### src/rtl/muldiv_unit.sv
// Iterative MULT/MULTU/DIV/DIVU engine feeding hilo_reg; one bit per CALC cycle.
// Optional abort input enabled by defining MULDIV_ABORT_EN.
module muldiv_unit #(
    parameter int WIDTH = 32
) (
    input  logic             clk,
    input  logic             rst,
    input  logic             start,
    input  logic [1:0]       md_op,
    input  logic [WIDTH-1:0] SrcA,
    input  logic [WIDTH-1:0] SrcB,
`ifdef MULDIV_ABORT_EN
    input  logic             abort,
`endif
    output logic             busy,
    output logic             W_HILO,
    output logic [WIDTH-1:0] Write_HI,
    output logic [WIDTH-1:0] Write_LO
);

    localparam int CW = (WIDTH > 1) ? $clog2(WIDTH) : 1;
    localparam logic [CW-1:0] LAST = CW'(WIDTH - 1);

    typedef enum logic [1:0] {IDLE, CALC, FIX, DONE} state_t;

    state_t             state_q, state_d;
    logic               accept_q, accept_d;
    logic [CW-1:0]      cnt_q, cnt_d;
    logic               load_res;
    logic [WIDTH-1:0]   res_hi_q, res_lo_q;

    logic [1:0]         op_q;
    logic [WIDTH-1:0]   a_q, b_q, m_q, m_d;
    logic [2*WIDTH-1:0] acc_q, acc_d, fixed;
    logic               neg_x_q, neg_a_q, div0_q;

    logic               abort_w;
    logic               is_signed, is_div, sa, sb;
    logic [WIDTH-1:0]   mag_a, mag_b;
    logic [WIDTH:0]     msum, dshift, ddiff;

`ifdef MULDIV_ABORT_EN
    assign abort_w = abort;
`else
    assign abort_w = 1'b0;
`endif

    // Signed results are formed from magnitudes; div-by-zero overrides the array result.
    function automatic logic [2*WIDTH-1:0] fix_result(
        input logic [2*WIDTH-1:0] acc,
        input logic               div,
        input logic               neg_x,
        input logic               neg_a,
        input logic               div0,
        input logic [WIDTH-1:0]   a_raw
    );
        logic [WIDTH-1:0] hi, lo;
        hi = acc[2*WIDTH-1:WIDTH];
        lo = acc[WIDTH-1:0];
        if (div0)
            fix_result = {a_raw, {WIDTH{1'b1}}};
        else if (!div)
            fix_result = neg_x ? (~acc + 1'b1) : acc;
        else
            fix_result = {neg_a ? (~hi + 1'b1) : hi, neg_x ? (~lo + 1'b1) : lo};
    endfunction

    assign is_signed = ~op_q[0];
    assign is_div    = op_q[1];
    assign sa        = is_signed & a_q[WIDTH-1];
    assign sb        = is_signed & b_q[WIDTH-1];
    assign mag_a     = sa ? (~a_q + 1'b1) : a_q;
    assign mag_b     = sb ? (~b_q + 1'b1) : b_q;

    always_comb begin
        state_d  = state_q;
        accept_d = 1'b0;
        cnt_d    = cnt_q;
        load_res = 1'b0;
        case (state_q)
            IDLE: begin
                // An accepted request spends one cycle forming operand magnitudes.
                if (accept_q) begin
                    state_d = CALC;
                    cnt_d   = '0;
                end else if (start) begin
                    accept_d = 1'b1;
                end
            end
            CALC: begin
                if (abort_w) begin
                    state_d = IDLE;
                end else begin
                    cnt_d = cnt_q + 1'b1;
                    if (cnt_q == LAST)
                        state_d = FIX;
                end
            end
            FIX: begin
                if (abort_w) begin
                    state_d = IDLE;
                end else begin
                    state_d  = DONE;
                    load_res = 1'b1;
                end
            end
            default: state_d = IDLE;
        endcase
    end

    always_comb begin
        msum   = {1'b0, acc_q[2*WIDTH-1:WIDTH]} + {1'b0, acc_q[0] ? m_q : {WIDTH{1'b0}}};
        dshift = {acc_q[2*WIDTH-1:WIDTH], acc_q[WIDTH-1]};
        ddiff  = dshift - {1'b0, m_q};
        acc_d  = acc_q;
        m_d    = m_q;
        if (accept_q) begin
            acc_d = {{WIDTH{1'b0}}, is_div ? mag_a : mag_b};
            m_d   = is_div ? mag_b : mag_a;
        end else if (state_q == CALC) begin
            if (is_div)
                acc_d = {ddiff[WIDTH] ? dshift[WIDTH-1:0] : ddiff[WIDTH-1:0],
                         acc_q[WIDTH-2:0], ~ddiff[WIDTH]};
            else
                acc_d = {msum, acc_q[WIDTH-1:1]};
        end
    end

    assign fixed = fix_result(acc_q, is_div, neg_x_q, neg_a_q, div0_q, a_q);

    always_ff @(posedge clk or posedge rst) begin
        if (rst) begin
            state_q  <= IDLE;
            accept_q <= 1'b0;
            cnt_q    <= '0;
            res_hi_q <= '0;
            res_lo_q <= '0;
        end else begin
            state_q  <= state_d;
            accept_q <= accept_d;
            cnt_q    <= cnt_d;
            if (load_res) begin
                res_hi_q <= fixed[2*WIDTH-1:WIDTH];
                res_lo_q <= fixed[WIDTH-1:0];
            end
        end
    end

    always_ff @(posedge clk) begin
        if (accept_d) begin
            op_q <= md_op;
            a_q  <= SrcA;
            b_q  <= SrcB;
        end
        if (accept_q) begin
            neg_x_q <= sa ^ sb;
            neg_a_q <= sa;
            div0_q  <= is_div && (b_q == '0);
        end
        acc_q <= acc_d;
        m_q   <= m_d;
    end

    assign busy     = accept_q || (state_q != IDLE);
    assign W_HILO   = (state_q == DONE);
    assign Write_HI = res_hi_q;
    assign Write_LO = res_lo_q;

endmodule

### config.mk
export PLATFORM = sky130hd
export DESIGN_NAME = muldiv_unit
export DESIGN_NICKNAME = d
export VERILOG_FILES = /design/src/rtl/muldiv_unit.sv
export SDC_FILE = /design/constraint.sdc
export NUM_CORES = 1
export LEC_CHECK = 0
export ABC_AREA = 1
export BUFFER_PORTS_ARGS = -buffer_cell sky130_fd_sc_hd__buf_2
export CAP_MARGIN = 15
export CORE_AREA = 10 10 223 225
export DETAILED_ROUTE_END_ITERATION = 10
export DIE_AREA = 0 0 233 235
export GPL_TIMING_DRIVEN = 1
export SKIP_CTS_REPAIR_TIMING = 1
export SLEW_MARGIN = 20
export SYNTH_ARGS = -nofsm -noshare
export SYNTH_HDL_FRONTEND = slang
export SYNTH_SLANG_ARGS = --single-unit
### constraint.sdc
create_clock -name clk -period 6.55 [get_ports clk]
set_clock_uncertainty 0.1 [all_clocks]
set_input_delay 0 -clock clk [delete_from_list [all_inputs] [get_ports clk]]
set_output_delay 0 -clock clk [all_outputs]
set_load 0.01 [all_outputs]
==> flow_summary_export.csv, run 1 <==
group,metric,value,unit
synth,synth_fa_ha_area_frac,0.0481,
sta,max_freq,277,MHz
setup_path,cp_max_fo,64,
route,drtIter0Drc,2204,
sta,setup_ws,2.93,ns
flow_run,cap_violations,0,
placement,place_inst,3846,
grt,grt_pass1_vias,20838,
synth,synth_nets,3339,
clocking,numCtsBuffers,29,
power_and_ir_drop,vdd_drop_max,0.276,mV
synth,synth-seq-cells,237,
clocking,cts_tree,"done",
die,rows,78,
cells_and_area,antenna_cells,0,
synth,muxShareOfSynthArea,0,
synth,async_flop_share,0.304,
sta,min_period_over_period,0.552,
die,pin_count,135,
sta,finalSetupViolations,0,
grt,antenna_found_initial,1,
route,firstDrtPassIters,6,
die,die_y,235,um
die,core,45100,um2
sta,fin_crit,3.62,ns
synth,yosysWarnings,0,
grt,grt_usage,0.312,
synth,synth_common_cells,"nand2_1, inv_1, nor2_1",
sta,final_hold_viol_count,0,
route,dr_total_vias,22108,
placement,post-place-ws,2.48,ns
route,vias_per_cell,5.57,
setup_path,cp.arrival,3.98,ns
setup_path,r2r_slack,2.93,ns
cells_and_area,layout.nets,3491,
cells_and_area,fillers,4751,
placement,finalWeightedCongestion,1.05,
outcome,status,"finished, final reports clean",
sta,tightestPinTransition,1.12,ns
synth,netlist_area,20100,um2
synth,synth_xor_area_frac,0.0253,
cells_and_area,final_util,0.507,
clocking,cts.sink_count,237,
sta,tns,0,ns
synth,synth_edf_count,133,
clocking,clock_latency,0.58,ns
route,ant_nets,0,
sta,slew_headroom,0.250,
clocking,cts_max_level,1,
synth,synth_most_common_cell,"nand2_1",
die,die_w,233,um
synth,synth_flop_cell,"edfxtp_1",
route,routed_wl,89.1,mm
setup_path,crit_path_cell_trace,"inv_1, ha_2, clkinv_2, nor2_4, a21boi_0, o21ai_0, o21ai_0, inv_1",
route,drcViolationCount,0,
route,wl_per_cell,22.5,um
sta,slew_violations,0,
synth,yosysSeqAreaShare,0.320,
clocking,clkSlewWorstSetupHoldPaths,0.06,ns
die,initial_utilization,0.446,
cells_and_area,drive_above_1_share,0.0816,
setup_path,crit_path_end_kind,"flop",
clocking,clockBufferDepth,3,
setup_path,required,6.91,ns
setup_path,critPathLaunchType,"flop",
grt,grt_max_degree,80,
grt,grt_overflow,0,
setup_path,cp_slowest_stage_delay,0.90,ns
setup_path,slowest_stage,"clkinv_2",
synth,synth_top_area_share,0.199,
placement,hpwl,70.5,mm
power_and_ir_drop,finalPower,11.7,mW
synth,synthCells,3194,
cells_and_area,area.growth.synth_to_final,13.8,%
power_and_ir_drop,power_density,511,nW/um2
cells_and_area,final_cells,3969,
sta,rsz0062_at_grt,"false",
clocking,root_buffer,"clkbuf_16",
min_path,hold_path_class,"input port to flop",
synth,yosysTopAreaCell,"edfxtp_1",
power_and_ir_drop,leakage,11.6,nW
grt,grt_pass1_wl,130,mm
synth,synth.area.top_cells,"edfxtp_1, nand2_1, inv_1",
setup_path,path_class,"flop to flop",
synth,synth_area_per_cell,6.29,um2
synth,synth-simple-area-share,0.365,
die,die_area,54800,um2
synth,synth_compound_area_frac,0.124,
placement,portBuffers,134,
synth,synth.distinct_cells,52,
synth,synth_top_family_by_area,"simple AND/OR/NAND/NOR gates",
[layout by cell type, fill, tap and decap left out, types with 32 or more instances in the layout]
| cell type | netlist | final |
|---|---|---|
| a21oi_1 | 178 | 178 |
| a31oi_1 | 35 | 35 |
| buf_2 | 12 | 134 |
| dfrtp_1 | 72 | 71 |
| dfxtp_1 | 32 | 32 |
| dlygate4sd3_1 | 0 | 69 |
| edfxtp_1 | 133 | 133 |
| ha_1 | 74 | 72 |
| inv_1 | 501 | 498 |
| nand2_1 | 1035 | 1035 |
| nand3_1 | 264 | 264 |
| nand4_1 | 41 | 41 |
| nor2_1 | 301 | 297 |
| o21ai_0 | 176 | 176 |
| xor2_1 | 53 | 53 |
[power by group]
part | internal [mW] | leakage, nW | total (mW) | switching (mW)
sequential | 2.23 | 2.33 | 3.06 | 0.834
clock | 0.932 | 0.461 | 1.63 | 0.697
combinational | 2.07 | 8.80 | 7.00 | 4.93
[path summary, 6_finish.rpt]
check / start / cells after the start / end
min in group asynchronous: rst / 4 / cnt_q[1]
hold reg to reg: Write_HI[19] / 2 / Write_HI[19]
hold / removal: SrcB[30] / 2 / b_q[30]
setup reg to reg: state_q[0] / 8 / Write_LO[29]
max in group asynchronous: rst / 5 / accept_q
setup / recovery: state_q[0] / 8 / Write_LO[29]
[metrics by stage]
| step | area, um2 | hold WS (ns) |
|---|---|---|
| finish | 22900 | 0.0282 |
| floorplan | 20100 | -0.00113 |
| CTS | 22200 | -0.669 |
| global placement | 21200 | -0.0637 |
| detailed placement | 21200 | -0.0569 |
| global route | 22900 | 0.0246 |
[layout make-up]
cell class	instances	area [um2]	area share
multi-input combinational	2347	11300	0.496
sequential	237	6440	0.282
inverter	513	1930	0.0843
timing repair buffer	218	1470	0.0644
clock buffer	37	787	0.0344
tap	600	751	0.0328
clock inverter	17	158	0.00689
[sequential cells by signal (all words and copies together) (netlist names), 2 cells and up]
| signal | flops |
|---|---|
| Write_LO | 32 |
| state_q | 2 |
| op_q | 2 |
| a_q | 32 |
| b_q | 32 |
| cnt_q | 5 |
| m_q | 32 |
| Write_HI | 32 |
| acc_q | 64 |
[logic make-up after synthesis]
kind of cell	after synthesis
xor gates and xnor gates	58
AOI/OAI and AO/OA	464
buffers and inverters	610
and+or+nand+nor	1749
adders and majority gates	76
DFF	237
[worst max-delay path: cells and delay by family (launching register included)]
family | cells | cell delay, ns
buffers and inverters | 3 | 1.06
flip-flops | 1 | 0.40
AND/OR/NAND/NOR | 1 | 0.88
adder cells (fa/ha/maj) | 1 | 0.61
AO/OA/AOI/OAI | 3 | 0.43
[routing by layer]
metal	global-route usage	up-vias	part of all wire
met5	0	-	0.00012
met4	0.196	2	0.073
met3	0.0458	243	0.065
met2	0.509	993	0.46
met1	0.379	10320	0.40
li1	-	10550	-
Power figures use the tool's default switching activity.
==> inputs of run 2 (changes only) <==
==> constraint.sdc (replaced) <==
create_clock -name clk -period 3 [get_ports clk]
set_clock_uncertainty 0.1 [all_clocks]
set_input_delay 0 -clock clk [delete_from_list [all_inputs] [get_ports clk]]
set_output_delay 0 -clock clk [all_outputs]
set_load 0.01 [all_outputs]
==> flow_summary_export.csv, run 2 (synthesis gave the netlist of run 1 again) <==
group,metric,value,unit
cells_and_area,largest_reg_flops,64,
grt,antenna_found_initial,1,
setup_path,r2r_slack,0.09,ns
die,pin_count,135,
clocking,clockBufferDepth,3,
clocking,numCtsBuffers,27,
cells_and_area,area.growth.synth_to_final,17.4,%
setup_path,worstRegToRegCells,13,
grt,grt_usage,0.319,
setup_path,regToRegStartpoint,"acc_q[0]",
die,die_y,235,um
grt,grt_overflow,0,
setup_path,cp_max_fo,20,
sta,tns,0,ns
sta,final_hold_viol_count,0,
die,core,45100,um2
setup_path,crit_end,"acc_q[58]",
sta,min_period_over_period,0.970,
clocking,clock_latency,0.57,ns
route,dr_total_vias,22602,
clocking,cts_tree,"done",
cells_and_area,drive_above_1_share,0.104,
setup_path,cp.arrival,3.27,ns
cells_and_area,final_common_cell,"nand2_1",
grt,grt_max_degree,83,
route,drtIter0Drc,2549,
setup_path,critPathMostFrequentCell,"nand2_1",
power_and_ir_drop,power_density,1120,nW/um2
route,routed_wl,91.7,mm
die,die_w,233,um
sta,finalSetupViolations,0,
sta,tightestPinTransition,0.832,ns
min_path,worstHoldPathCells,2,
setup_path,path_class,"flop to flop",
setup_path,cp_slowest_stage_delay,0.44,ns
cells_and_area,final_cells,4049,
setup_path,critPathLaunchType,"flop",
setup_path,startpoint,"acc_q[0]",
sta,slew_violations,0,
route,drcViolationCount,0,
setup_path,crit_path_end_kind,"flop",
setup_path,crit_path_cell_trace,"buf_4, nand2_1, inv_1, ha_1, nand2_1, nor2_1, nand2_1, nor4_1, nand2_1, a21oi_1, nor2_1, nor2_1, a21oi_1",
min_path,hold_path_class,"input port to flop",
placement,hpwl,73.8,mm
placement,place_inst,3926,
route,wl_per_cell,22.6,um
setup_path,required,3.36,ns
route,firstDrtPassIters,8,
placement,portBuffers,134,
route,top_layer,"met4",
power_and_ir_drop,leakage,12.0,nW
sta,max_freq,344,MHz
setup_path,slowest_stage,"edfxtp_1",
route,dr_wl_met3,7.33,mm
power_and_ir_drop,vdd_drop_max,0.634,mV
die,initial_utilization,0.446,
sta,slew_headroom,0.445,
power_and_ir_drop,finalPower,26.5,mW
grt,grt_pass1_vias,21068,
die,die_area,54800,um2
outcome,status,"finished, final reports clean",
grt,grt_pass1_wl,133,mm
route,ant_nets,0,
flow_run,cap_violations,0,
die,rows,78,
clocking,cts.sink_count,237,
clocking,cts_max_level,1,
route,met1_length,35.6,mm
clocking,clkSlewWorstSetupHoldPaths,0.07,ns
clocking,root_buffer,"clkbuf_16",
cells_and_area,fillers,4680,
route,wl_met2,42.9,mm
cells_and_area,top_register,"acc_q",
setup_path,rr_endpoint,"acc_q[58]",
placement,finalWeightedCongestion,1.07,
cells_and_area,layout.nets,3573,
sta,rsz0062_at_grt,"false",
route,vias_per_cell,5.58,
sta,fin_crit,2.91,ns
cells_and_area,layout_common_cells,"nand2_1, inv_1, nor2_1, nand3_1, a21oi_1",
## run 2: cell types whose count changed in the layout (fill, tap and decap cells not counted), moves of 3 or more
cell       previous run  this run
buf_4                15        89
buf_12                0        10
clkbuf_1              6         3
clkbuf_16            30        27
## run 2: worst min path at each step
stage | endpoint | from | slack (ns)
after floorplan | a_q[0] | SrcA[0] | -0.001
after global placement | cnt_q[2] | rst | -0.007
after detailed placement | Write_HI[23] | rst | 0.02
after CTS | Write_HI[17] | rst | -0.58
after global routing | a_q[16] | SrcA[16] | 0.04
final | a_q[16] | SrcA[16] | 0.04
## run 2: critical path, delay by kind of cell, from the launching register on
kind                       cells  cell delay [ns]
DFF                            1             0.44
buffers and inverters          2             0.31
adders and majority gates      1             0.41
and+or+nand+nor                8             1.31
AOI/OAI and AO/OA              2             0.25
## run 2: final cells by class
| cell class | count | area, um2 | share of cell area |
|---|---|---|---|
| Multi-Input combinational cell | 2347 | 11300 | 0.481 |
| Sequential cell | 237 | 6440 | 0.273 |
| Timing Repair Buffer | 302 | 2230 | 0.0946 |
| Clock inverter | 17 | 178 | 0.00753 |
| Antenna cell | 1 | 2.50 | 0.000106 |
| Clock buffer | 32 | 714 | 0.0303 |
| Inverter | 513 | 1930 | 0.0818 |
| Tap cell | 600 | 751 | 0.0318 |
## run 2: power by group
part	total [mW]	switching, mW	internal, mW
sequential	6.46	1.60	4.86
combinational	16.6	11.4	5.25
clock	3.43	1.46	1.96
total	26.5	14.4	12.1
## run 2: per-stage QoR
stage	setup WS (ns)	utilization	area, um2	hold slack [ns]
3_3_place_gp	0.0500	0.487	22000	-0.00713
5_1_grt	0.00872	0.523	23600	0.0450
3_5_place_dp	0.0442	0.487	22000	0.0228
4_1_cts	0.0410	0.507	22800	-0.582
6_report	0.0913	0.523	23600	0.0437
2_1_floorplan	0.0786	-	20100	-0.00113
## run 2: layer usage
metal | track usage | vias to the layer above
met5 | 0 | -
met4 | 0.170 | 0
met3 | 0.0439 | 221
met2 | 0.526 | 1080
met1 | 0.397 | 10582
li1 | - | 10719
